**src/rtl/mips_div_unit.sv**
```systemverilog
// mips_div_unit: iterative restoring divider for the execute stage.
// Produces Lo = quotient and Hi = remainder, one quotient bit per cycle,
// with optional two's-complement operands (truncating division).
module mips_div_unit #(
  parameter int WIDTH = 32
) (
  input  logic             i_clk,
  input  logic             i_rst,
  input  logic             i_start,
  input  logic [WIDTH-1:0] i_a,
  input  logic [WIDTH-1:0] i_b,
  input  logic             i_sign,
  output logic             o_busy,
  output logic             o_done,
  output logic [WIDTH-1:0] o_hi,
  output logic [WIDTH-1:0] o_lo,
  output logic             o_div_zero
);

  localparam int CW = $clog2(WIDTH + 1);

  typedef enum logic [1:0] {
    S_IDLE = 2'd0,
    S_RUN  = 2'd1,
    S_FIX  = 2'd2
  } state_t;

  state_t           r_state;
  logic [WIDTH-1:0] r_rem;
  logic [WIDTH-1:0] r_quo;
  logic [WIDTH-1:0] r_div;
  logic [WIDTH-1:0] r_a_raw;
  logic [CW-1:0]    r_cnt;
  logic             r_neg_q;
  logic             r_neg_r;
  logic             r_dz;
  logic             r_busy;
  logic             r_done;
  logic [WIDTH-1:0] r_hi;
  logic [WIDTH-1:0] r_lo;
  logic             r_dz_out;

  logic             w_a_neg;
  logic             w_b_neg;
  logic [WIDTH-1:0] w_a_mag;
  logic [WIDTH-1:0] w_b_mag;
  logic [WIDTH:0]   w_rem_sh;
  logic [WIDTH:0]   w_trial;
  logic [WIDTH-1:0] w_rem_nx;
  logic [WIDTH-1:0] w_quo_nx;
  logic             w_qbit;
  logic [WIDTH-1:0] w_lo_fix;
  logic [WIDTH-1:0] w_hi_fix;

  // Operand magnitudes; |most-negative| wraps to itself, which the unsigned datapath handles.
  always_comb begin
    w_a_neg = i_sign & i_a[WIDTH-1];
    w_b_neg = i_sign & i_b[WIDTH-1];
    if (w_a_neg) begin
      w_a_mag = -i_a;
    end else begin
      w_a_mag = i_a;
    end
    if (w_b_neg) begin
      w_b_mag = -i_b;
    end else begin
      w_b_mag = i_b;
    end
  end

  // One restoring step: shift in the next dividend bit and try to subtract the divisor.
  always_comb begin
    w_rem_sh = {r_rem, r_quo[WIDTH-1]};
    w_trial  = w_rem_sh - {1'b0, r_div};
    if (!w_trial[WIDTH]) begin
      w_rem_nx = w_trial[WIDTH-1:0];
      w_qbit   = 1'b1;
    end else begin
      w_rem_nx = w_rem_sh[WIDTH-1:0];
      w_qbit   = 1'b0;
    end
    w_quo_nx = {r_quo[WIDTH-2:0], w_qbit};
  end

  // Sign correction applied in the FIX cycle.
  always_comb begin
    if (r_neg_q) begin
      w_lo_fix = -r_quo;
    end else begin
      w_lo_fix = r_quo;
    end
    if (r_neg_r) begin
      w_hi_fix = -r_rem;
    end else begin
      w_hi_fix = r_rem;
    end
  end

  // Control FSM plus datapath and registered result outputs.
  always_ff @(posedge i_clk) begin
    if (i_rst) begin
      r_state  <= S_IDLE;
      r_rem    <= {WIDTH{1'b0}};
      r_quo    <= {WIDTH{1'b0}};
      r_div    <= {WIDTH{1'b0}};
      r_a_raw  <= {WIDTH{1'b0}};
      r_cnt    <= {CW{1'b0}};
      r_neg_q  <= 1'b0;
      r_neg_r  <= 1'b0;
      r_dz     <= 1'b0;
      r_busy   <= 1'b0;
      r_done   <= 1'b0;
      r_hi     <= {WIDTH{1'b0}};
      r_lo     <= {WIDTH{1'b0}};
      r_dz_out <= 1'b0;
    end else begin
      r_done <= 1'b0;
      case (r_state)
        S_IDLE: begin
          if (i_start) begin
            r_rem   <= {WIDTH{1'b0}};
            r_quo   <= w_a_mag;
            r_div   <= w_b_mag;
            r_a_raw <= i_a;
            r_cnt   <= CW'(WIDTH);
            r_neg_q <= w_a_neg ^ w_b_neg;
            r_neg_r <= w_a_neg;
            r_busy  <= 1'b1;
            if (i_b == {WIDTH{1'b0}}) begin
              r_dz    <= 1'b1;
              r_state <= S_FIX;
            end else begin
              r_dz    <= 1'b0;
              r_state <= S_RUN;
            end
          end else begin
            r_busy <= 1'b0;
          end
        end
        S_RUN: begin
          r_rem <= w_rem_nx;
          r_quo <= w_quo_nx;
          r_cnt <= r_cnt - CW'(1);
          if (r_cnt == CW'(1)) begin
            r_state <= S_FIX;
          end else begin
            r_state <= S_RUN;
          end
        end
        S_FIX: begin
          if (r_dz) begin
            r_lo     <= {WIDTH{1'b1}};
            r_hi     <= r_a_raw;
            r_dz_out <= 1'b1;
          end else begin
            r_lo     <= w_lo_fix;
            r_hi     <= w_hi_fix;
            r_dz_out <= 1'b0;
          end
          r_done  <= 1'b1;
          r_busy  <= 1'b0;
          r_state <= S_IDLE;
        end
        default: begin
          r_busy  <= 1'b0;
          r_state <= S_IDLE;
        end
      endcase
    end
  end

  assign o_busy     = r_busy;
  assign o_done     = r_done;
  assign o_hi       = r_hi;
  assign o_lo       = r_lo;
  assign o_div_zero = r_dz_out;

endmodule

```
**config.mk**
```make
export PLATFORM = sky130hd
export DESIGN_NAME = mips_div_unit
export DESIGN_NICKNAME = d
export VERILOG_FILES = /design/src/rtl/mips_div_unit.sv
export SDC_FILE = /design/constraint.sdc
export NUM_CORES = 1
export LEC_CHECK = 0
export BUFFER_PORTS_ARGS = -buffer_cell sky130_fd_sc_hd__buf_2
export CAP_MARGIN = 0
export CORE_AREA = 5 5 141 157
export CTS_CLUSTER_DIAMETER = 120
export CTS_CLUSTER_SIZE = 16
export DETAILED_ROUTE_END_ITERATION = 7
export DIE_AREA = 0 0 146 162
export PLACE_DENSITY_LB_ADDON = 0.05
export SYNTH_ARGS = -nofsm -noshare
export SYNTH_HDL_FRONTEND = slang
export SYNTH_SLANG_ARGS = --single-unit
```
**constraint.sdc**
```tcl
create_clock -name i_clk -period 4.4 [get_ports i_clk]
set_clock_uncertainty 0.15 [all_clocks]
set_input_delay 0.66 -clock i_clk [delete_from_list [all_inputs] [get_ports i_clk]]
set_output_delay 0.66 -clock i_clk [all_outputs]
set_load 0.02 [all_outputs]
```
==> flow_summary.ini <==
[critical_path]
worstPathArrival_ps = 3770
critical_path_class = flip-flop to flip-flop
end_kind = flip-flop
worstRegToRegCells = 12
cp-start-kind = flip-flop
cp_max_fo = 27
crit_required_ps = 4610

[layout]
nNetsFinal = 1743
area_delta_synth_final_pct = 9.994
drive_gt1_share_pct = 11.37
nFillCells = 1864

[clocking]
cts_resized = 0
clk_latency_ps = 500
cts_buffers = 16
clk_path_buf_depth = 3
htreeDepth = 1
cts-root-buf = clkbuf_16
cts_num_sinks = 206
tritoncts = done
hold_buffers = 0
clk_pin_slew_ps = 80
post_cts_buffers = 0

[synth]
netlist.area_leader.share_pct = 34.49
synth_fp_nets = 1679
ys_ff_latch = 206
ys_seq_area_share_pct = 34.49
yosysWarnings = 0
synth_edf_count = 0
synthArstFlopShare_pct = 0
netlist_area_mm2 = 0.01196
yosys.cell_types.count = 58
yosysMostFrequentCell = nand2_1
yosysTopAreaCell = dfxtp_1
ys.flop_type = dfxtp_1
synthCells = 1572
synth_common_cells = nand2_1, dfxtp_1, a21oi_1
syn_area_per_cell_um2 = 7.606
synth_area_leaders = dfxtp_1, nand2_1, a21oi_1

[global_routing]
grt_max_degree = 78
busiest_layer = met2
met1_usage_pct = 35.45
antenna_found_initial = 0
grtUsageMet3_pct = 2.818
met2_usage_pct = 49.80
grt_pass1_wl_um = 55270
grt_overflow = 0
grt_pass1_vias = 10664
grtUsageTotal_pct = 28.25

[drt]
vias = 11361
drt_iter0_drc = 840
wl_per_cell_um = 18.46
routed_wl_um = 34960
dr.pass1.iters = 5
viasPerCell = 5.998
antenna_left = 0
drc_errors = 0

[sta]
holdWs_ps = 291.0
drv_slew = 0
period_minus_slack_ps = 3557
hold_violations = 0
finalSetupViolations = 0
period_share_pct = 80.85
fmax_mhz = 281.1
finalSetupTns_ps = 0
slew_headroom_pct = 36.59
tightest_slew_ps = 947.7
rsz0062_at_grt = no

[floorplan]
core_region_area_mm2 = 0.02030
die_x_um = 146
die_y_um = 162
placementRows = 55
initial_core_util_pct = 58.90
dieArea_mm2 = 0.02365
ioPinCount = 135

[place]
dp_hpwl_um = 25620
gp_congestion = 0.9208
io_buffers = 134

[status]
status = finished, final reports clean

[worst_hold_path]
hold_depth = 3
hold_class = input pin to flip-flop

[power_and_ir_drop]
powerDensity_mw_per_mm2 = 318.7
p_leak_nw = 5.229
vdd_drop_max_uv = 240.5

[flow_run]
cap_violations = 0
cells by family (layout without fill, tap and decap cells):
family,after synthesis,count (layout),share of synthesized area [%]
compound gates,479,479,24.86
xor+xnor,143,143,10.48
fa+ha+maj,39,39,4.144
buf+inv,164,228,5.170
flops,206,206,34.49
mux,17,17,1.434
other cells,0,2,0
simple gates,524,524,19.42
worst max-delay path: stages (launching register included):
cell	delay, ps
dfxtp_1	400
inv_1	60
ha_1	230
fa_1	390
nand2b_1	180
a21o_1	180
a32o_1	280
o21ai_0	340
a211oi_1	190
a311oi_4	300
buf_4	360
or2_2	250
o21ai_0	100
cells in the final DEF, fill, tap and decap left out, types with 45 or more instances in the layout:
| master | count |
|---|---|
| a211oi_1 | 45 |
| a21oi_1 | 155 |
| buf_2 | 133 |
| dfxtp_1 | 205 |
| inv_1 | 60 |
| nand2_1 | 237 |
| nor2_1 | 142 |
| o21ai_0 | 111 |
| xnor2_1 | 70 |
| xor2_1 | 73 |
cell type report:
cell class              instances  area (µm²)  area share, %
multi-input cells            1202        7252          55.14
well taps                     256       320.3          2.436
repair buffers                150       793.3          6.032
inverters                      60       225.2          1.712
diodes                          2       5.005        0.03806
clock buffers                  17       414.1          3.149
flip-flops and latches        206        4125          31.37
clock inverters                 1       16.27         0.1237
final timing paths:
path	from	endpoint	slack (ps)
min reg2reg	o_hi[6]	o_hi[6]	300
min	i_a[30]	r_a_raw[30]	290
max reg2reg	r_quo[31]	r_rem[21]	840
max	r_quo[31]	r_rem[21]	840
per-layer routing:
metal  wire length (µm)  share of wire (%)
met5                  0                  0
met1              14720                 42
met2              16900                 48
met3               1824                5.2
met4               1521                4.4
through the flow:
step	util [%]	cell area, µm²	power, mW	instances	setup WS (ps)
after floorplan	-	11960	2.629	1572	1090
after global placement	62.64	12720	2.862	1874	817.9
after detailed placement	62.64	12720	2.874	1874	786.6
after CTS	64.76	13150	4.201	1892	864.3
after global routing	64.76	13150	4.379	1892	535.2
final	64.78	13150	4.191	1894	842.7
power by group:
group / internal [mW] / switching, mW
clock network: 0.673 / 0.679
registers: 1.95 / 0.0832
logic: 0.296 / 0.508
total: 2.92 / 1.27
registers in the layout, summed over array words and instances, names as in the netlist:
name and flops:
o_div_zero 1, r_div 32, r_dz 1, o_hi 32, r_neg_q 1, r_rem 32
r_a_raw 32, r_quo 32, o_done 1, o_lo 32, r_neg_r 1, r_state 2
o_busy 1, r_cnt 6
(Power assumes the default switching activity.)
